**src/rtl/maple_frame_packer.sv**
```systemverilog
// rtl/maple_frame_packer.sv - packs 32-bit frame words into a byte stream with XOR checksum
//
// Purpose: serialises each accepted 32-bit word into four bytes (bits 7:0
// first) and closes every frame with an 8-bit XOR checksum byte carrying TLAST.
// Frames longer than MAX_WORDS are truncated: the checksum is sent after word
// MAX_WORDS and the remaining input words are swallowed up to their TLAST.
//
// Ports:
//   clk, reset                  rising-edge clock, synchronous active-high reset
//   S_AXIS_TVALID/TREADY/TLAST/TDATA[31:0]  input word stream
//   M_AXIS_TVALID/TREADY/TLAST/TDATA[7:0]   output byte stream (TLAST on checksum)
//   word_count[CNT_W-1:0]       words accepted in the current/last frame
//   frame_done                  one-cycle pulse after the checksum handshake
//   overflow                    one-cycle pulse when a frame is truncated
module maple_frame_packer #(
  parameter int MAX_WORDS = 256,
  parameter int CNT_W     = 9
) (
  input  logic             clk,
  input  logic             reset,
  input  logic             S_AXIS_TVALID,
  output logic             S_AXIS_TREADY,
  input  logic             S_AXIS_TLAST,
  input  logic [31:0]      S_AXIS_TDATA,
  output logic             M_AXIS_TVALID,
  input  logic             M_AXIS_TREADY,
  output logic             M_AXIS_TLAST,
  output logic [7:0]       M_AXIS_TDATA,
  output logic [CNT_W-1:0] word_count,
  output logic             frame_done,
  output logic             overflow
);

  typedef enum logic [1:0] {LOAD, SEND, CRC, DRAIN} state_t;

  state_t           state_q, state_d;
  logic [31:0]      word_q, word_d;
  logic             last_q, last_d;
  logic             drain_q, drain_d;
  // Set between frames so the next accepted word restarts word_count at 1.
  logic             first_q, first_d;
  logic [1:0]       idx_q, idx_d;
  logic [7:0]       csum_q, csum_d;
  logic [CNT_W-1:0] word_count_q, word_count_d;
  logic             frame_done_q, frame_done_d;
  logic             overflow_q, overflow_d;

  logic             s_hs;
  logic             m_hs;
  logic [7:0]       cur_byte;

  always_comb begin
    cur_byte      = word_q[8*idx_q +: 8];
    S_AXIS_TREADY = (state_q == LOAD) || (state_q == DRAIN);
    M_AXIS_TVALID = (state_q == SEND) || (state_q == CRC);
    M_AXIS_TLAST  = (state_q == CRC);
    M_AXIS_TDATA  = 8'h00;
    if (state_q == SEND) begin
      M_AXIS_TDATA = cur_byte;
    end else if (state_q == CRC) begin
      M_AXIS_TDATA = csum_q;
    end
    s_hs = S_AXIS_TVALID && S_AXIS_TREADY;
    m_hs = M_AXIS_TVALID && M_AXIS_TREADY;
  end

  always_comb begin
    state_d      = state_q;
    word_d       = word_q;
    last_d       = last_q;
    drain_d      = drain_q;
    first_d      = first_q;
    idx_d        = idx_q;
    csum_d       = csum_q;
    word_count_d = word_count_q;
    frame_done_d = 1'b0;
    overflow_d   = 1'b0;
    case (state_q)
      LOAD: begin
        if (s_hs) begin
          word_d       = S_AXIS_TDATA;
          last_d       = S_AXIS_TLAST;
          word_count_d = first_q ? CNT_W'(1) : word_count_q + CNT_W'(1);
          first_d      = 1'b0;
          idx_d        = 2'd0;
          state_d      = SEND;
        end
      end
      SEND: begin
        if (m_hs) begin
          csum_d = csum_q ^ cur_byte;
          idx_d  = idx_q + 2'd1;
          if (idx_q == 2'd3) begin
            if (last_q) begin
              state_d = CRC;
            end else if (word_count_q == CNT_W'(MAX_WORDS)) begin
              // Truncate: close the frame now and swallow the rest of it.
              overflow_d = 1'b1;
              drain_d    = 1'b1;
              state_d    = CRC;
            end else begin
              state_d = LOAD;
            end
          end
        end
      end
      CRC: begin
        if (m_hs) begin
          frame_done_d = 1'b1;
          csum_d       = 8'h00;
          first_d      = 1'b1;
          drain_d      = 1'b0;
          state_d      = drain_q ? DRAIN : LOAD;
        end
      end
      DRAIN: begin
        if (s_hs && S_AXIS_TLAST) begin
          state_d = LOAD;
        end
      end
      default: state_d = LOAD;
    endcase
  end

  always_ff @(posedge clk) begin
    if (reset) begin
      state_q      <= LOAD;
      word_q       <= 32'h0;
      last_q       <= 1'b0;
      drain_q      <= 1'b0;
      first_q      <= 1'b1;
      idx_q        <= 2'd0;
      csum_q       <= 8'h00;
      word_count_q <= '0;
      frame_done_q <= 1'b0;
      overflow_q   <= 1'b0;
    end else begin
      state_q      <= state_d;
      word_q       <= word_d;
      last_q       <= last_d;
      drain_q      <= drain_d;
      first_q      <= first_d;
      idx_q        <= idx_d;
      csum_q       <= csum_d;
      word_count_q <= word_count_d;
      frame_done_q <= frame_done_d;
      overflow_q   <= overflow_d;
    end
  end

  assign word_count = word_count_q;
  assign frame_done = frame_done_q;
  assign overflow   = overflow_q;

endmodule

```
**config.mk**
```make
export PLATFORM = sky130hd
export DESIGN_NAME = maple_frame_packer
export DESIGN_NICKNAME = d
export VERILOG_FILES = /design/src/rtl/maple_frame_packer.sv
export SDC_FILE = /design/constraint.sdc
export NUM_CORES = 1
export LEC_CHECK = 0
export BUFFER_PORTS_ARGS = -buffer_cell sky130_fd_sc_hd__buf_2
export CORE_MARGIN = 3
export CORE_UTILIZATION = 25
export DETAILED_ROUTE_END_ITERATION = 6
export PLACE_DENSITY = 0.44
export SYNTH_ARGS = -nofsm -noshare
export SYNTH_HDL_FRONTEND = slang
export SYNTH_SLANG_ARGS = --single-unit
```
**constraint.sdc**
```tcl
create_clock -name clk -period 1.75 [get_ports clk]
set_input_delay 0.175 -clock clk [delete_from_list [all_inputs] [get_ports clk]]
set_output_delay 0.175 -clock clk [all_outputs]
set_load 0.02 [all_outputs]
```
==> impl_metrics.yaml <==
run_status:
  status: "complete, but fails checks"
  failed_checks: "negative setup slack"
routing:
  drt-total-wl_microns: 7380
  first_iter_violations: 88
  num_vias: 2402
  dr.pass1.iters: 4
  vias_per_cell: 4.42
  drc: 0
  wl_per_cell_microns: 13.6
  ant_nets: 0
floorplanning:
  die_x_microns: 110
  die_area_sq_mm: 0.0121
  initial_core_util: 0.260
  die_h_microns: 110
  core_sq_mm: 0.0105
  fp-row-count: 37
  pin_count: 59
sta:
  hold_viol_final: 0
  post-route-min-period_ns: 1.84
  rsz0062_at_grt: "yes"
  fin_crit_sh: 1.05
  fmax_ghz: 0.544
  worstMarginPinSlew_ns: 0.398
  setup_ws_ns: -0.0866
  fin_hold_ws_ns: 0.0693
  setup_tns_ns: -0.501
  finalSetupViolations: 8
  drv_slew: 0
  skew_ns: 0.00688
  slew_headroom: 0.734
worst_setup_path:
  worstSetupEndpointType: "output port"
  crit_arrival_ns: 1.66
  required_ns: 1.57
  reg2reg_slack_ns: 0.10
  crit_type: "reg -> out"
  start_kind: "register"
  cp_max_fo: 6
cells_and_area:
  n_antenna_cell: 0
  fin_nets: 448
  layout-drive-gt1-share: 0.348
  area_growth_pct: 38.3
  fillers: 1142
  fin_util: 0.359
  stdcell_area_sq_mm: 0.00375
hold_path:
  holdCritPathClass: "in -> reg"
logic_synthesis:
  avgSynthCellArea_sq_um: 8.35
  syn_area_sq_mm: 0.00272
  yosysTopAreaCell: "dfxtp_1"
  synth_edf_count: 0
  ys_seq_area_frac: 0.428
  ys_seq_elements: 58
  yosysMostFrequentCell: "nand2_1"
  synth.area.top_cells: "dfxtp_1 43%, nand2_1 14%, a21oi_1 8.3%"
  yosysTopAreaCellShare: 0.428
  synthArstFlopShare: 0
  ys_warn_count: 0
  synthFlopType: "dfxtp_1"
  syn_inst: 325
  ys_top_cells_by_count: "99 x nand2_1, 58 x dfxtp_1, 45 x a21oi_1, 20 x nor2_1, 11 x xor2_1"
  synth.distinct_cells: 40
  synth.net_count: 370
power:
  p_leak_nw: 1.50
  p_int_mw: 2.99
  power.share.clock: 0.302
  switching_power_mw: 1.52
  p_comb_frac: 0.344
  sequentialPowerShare: 0.354
  p_per_area_mw_per_mm2: 1200
  ir_drop_uv: 440
  switching_share: 0.337
placed_design:
  dp_hpwl_microns: 5210
  place_area_sq_mm: 0.00328
  gp_congestion: 0.755
  portBuffers: 58
  dp_slack_ns: 0.0254
cts:
  cts_max_level: 3
  cts_root_buf: "clkbuf_8"
  insertion_delay_ns: 0.34
  cts_tree: "done"
  numCtsBuffers: 9
  ctsLongestPathBuffers: 2
  cts.clk_slew.worst_paths_ns: 0.07
  clock-sinks: 58
grt:
  grt_util_met1: 0.167
  grt_use_met3: 0.0332
  grt-ovfl-total: 0
  grt-busiest-layer: "met2"
  grt_max_degree: 38
  grtUsageTotal: 0.127
  grt_pass1_wl_microns: 11600
  antenna_found_initial: 0
  grtUsageMet2: 0.196
  grt_pass1_vias: 2301
flow_run:
  cap_violations: 0
==> kinds of logic after synthesis <==
family                     count (synthesis)  synth area share
and+or+nand+nor                          143             0.237
muxes                                     10            0.0747
xor gates and xnor gates                  14            0.0452
DFF                                       58             0.428
buffers and inverters                     27            0.0470
AOI/OAI and AO/OA                         65             0.132
adders and majority gates                  8            0.0369
==> sequential cells by signal, indices dropped and copies added, names as in the netlist <==
register    count
drain_q         1
last_q          1
word_q         32
word_count      9
overflow        1
state_q         2
frame_done      1
idx_q           2
csum_q          8
first_q         1
==> power by group through the flow <==
stage | clock (mW) | sequential (mW) | combinational, mW
floorplan | 0 | 1.61 | 0.863
detailed placement | 0 | 1.62 | 1.32
global route | 1.49 | 1.62 | 1.72
CTS | 1.41 | 1.59 | 1.40
global placement | 0 | 1.62 | 1.31
finish | 1.36 | 1.60 | 1.55
==> critical path, stage by stage (launching register included) <==
cell     delay (ns)
dfxtp_4        0.36
buf_12         0.12
mux4_2         0.56
nand2_2        0.08
o21ai_1        0.06
buf_4          0.15
==> layout by cell type (no fill, tap or decap), types with 2 or more instances in the layout <==
cell        Yosys  routed
o21ai_4         0       2
a21oi_1        45      43
clkinv_2        0       2
inv_1           8       6
mux4_2          8       8
ha_1            8       5
a21oi_2         0       2
nand3_1         2       2
o21ai_2         0       4
bufinv_16       0       2
nand2_2         0       7
nor3_1          3       3
dfxtp_2         0       2
nor2b_1         3       3
nand4_1         3       3
xnor2_1         3       3
clkbuf_8        0       9
mux2_1          2       2
nand2_1        99      92
ha_4            0       2
buf_4           4      22
nor4_2          2       2
dfxtp_4         0       2
o21ai_1         9       3
xor2_1         11      11
buf_2           9      50
inv_2           0       2
buf_6           0       7
clkinvlp_4      0       2
dfxtp_1        58      54
nor2_1         20      20
a21o_1          2       2
buf_12          0       5
==> stage by stage <==
stage,std cells,power [mW]
after floorplan,325,2.47
after CTS,541,4.41
after global placement,521,2.93
final,544,4.52
after global routing,544,4.82
after detailed placement,521,2.94
==> layer usage <==
metal | vias to the layer above | part of all wire
met5 | - | 0
met4 | 0 | 0.011
met3 | 6 | 0.039
met2 | 41 | 0.47
met1 | 1106 | 0.48
li1 | 1249 | -
==> path summary, 6_finish.rpt <==
kind,from,end,cells after the start
setup / recovery,idx_q[1],M_AXIS_TDATA[0],5
hold / removal,S_AXIS_TDATA[17],word_q[17],3
setup reg to reg,state_q[0],drain_q,7
hold reg to reg,word_q[29],word_q[29],2
==> area by class of cell <==
class / count / area (sq um) / share of cell area
Timing Repair Buffer: 86 / 634 / 0.169
Clock buffer: 9 / 124 / 0.0330
Clock inverter: 7 / 93.8 / 0.0250
Sequential cell: 58 / 1170 / 0.312
Inverter: 8 / 30.0 / 0.00800
Multi-Input combinational cell: 240 / 1530 / 0.408
Tap cell: 136 / 170 / 0.0453
==> repair_timing <==
action	4_1_cts	5_1_grt
buffers inserted	4	2
endpoints found under the setup margin	8	50
pin swaps	3	11
hold buffers	0	0
gates resized for setup	29	25
gates cloned	0	1
Power figures use the tool's default switching activity.
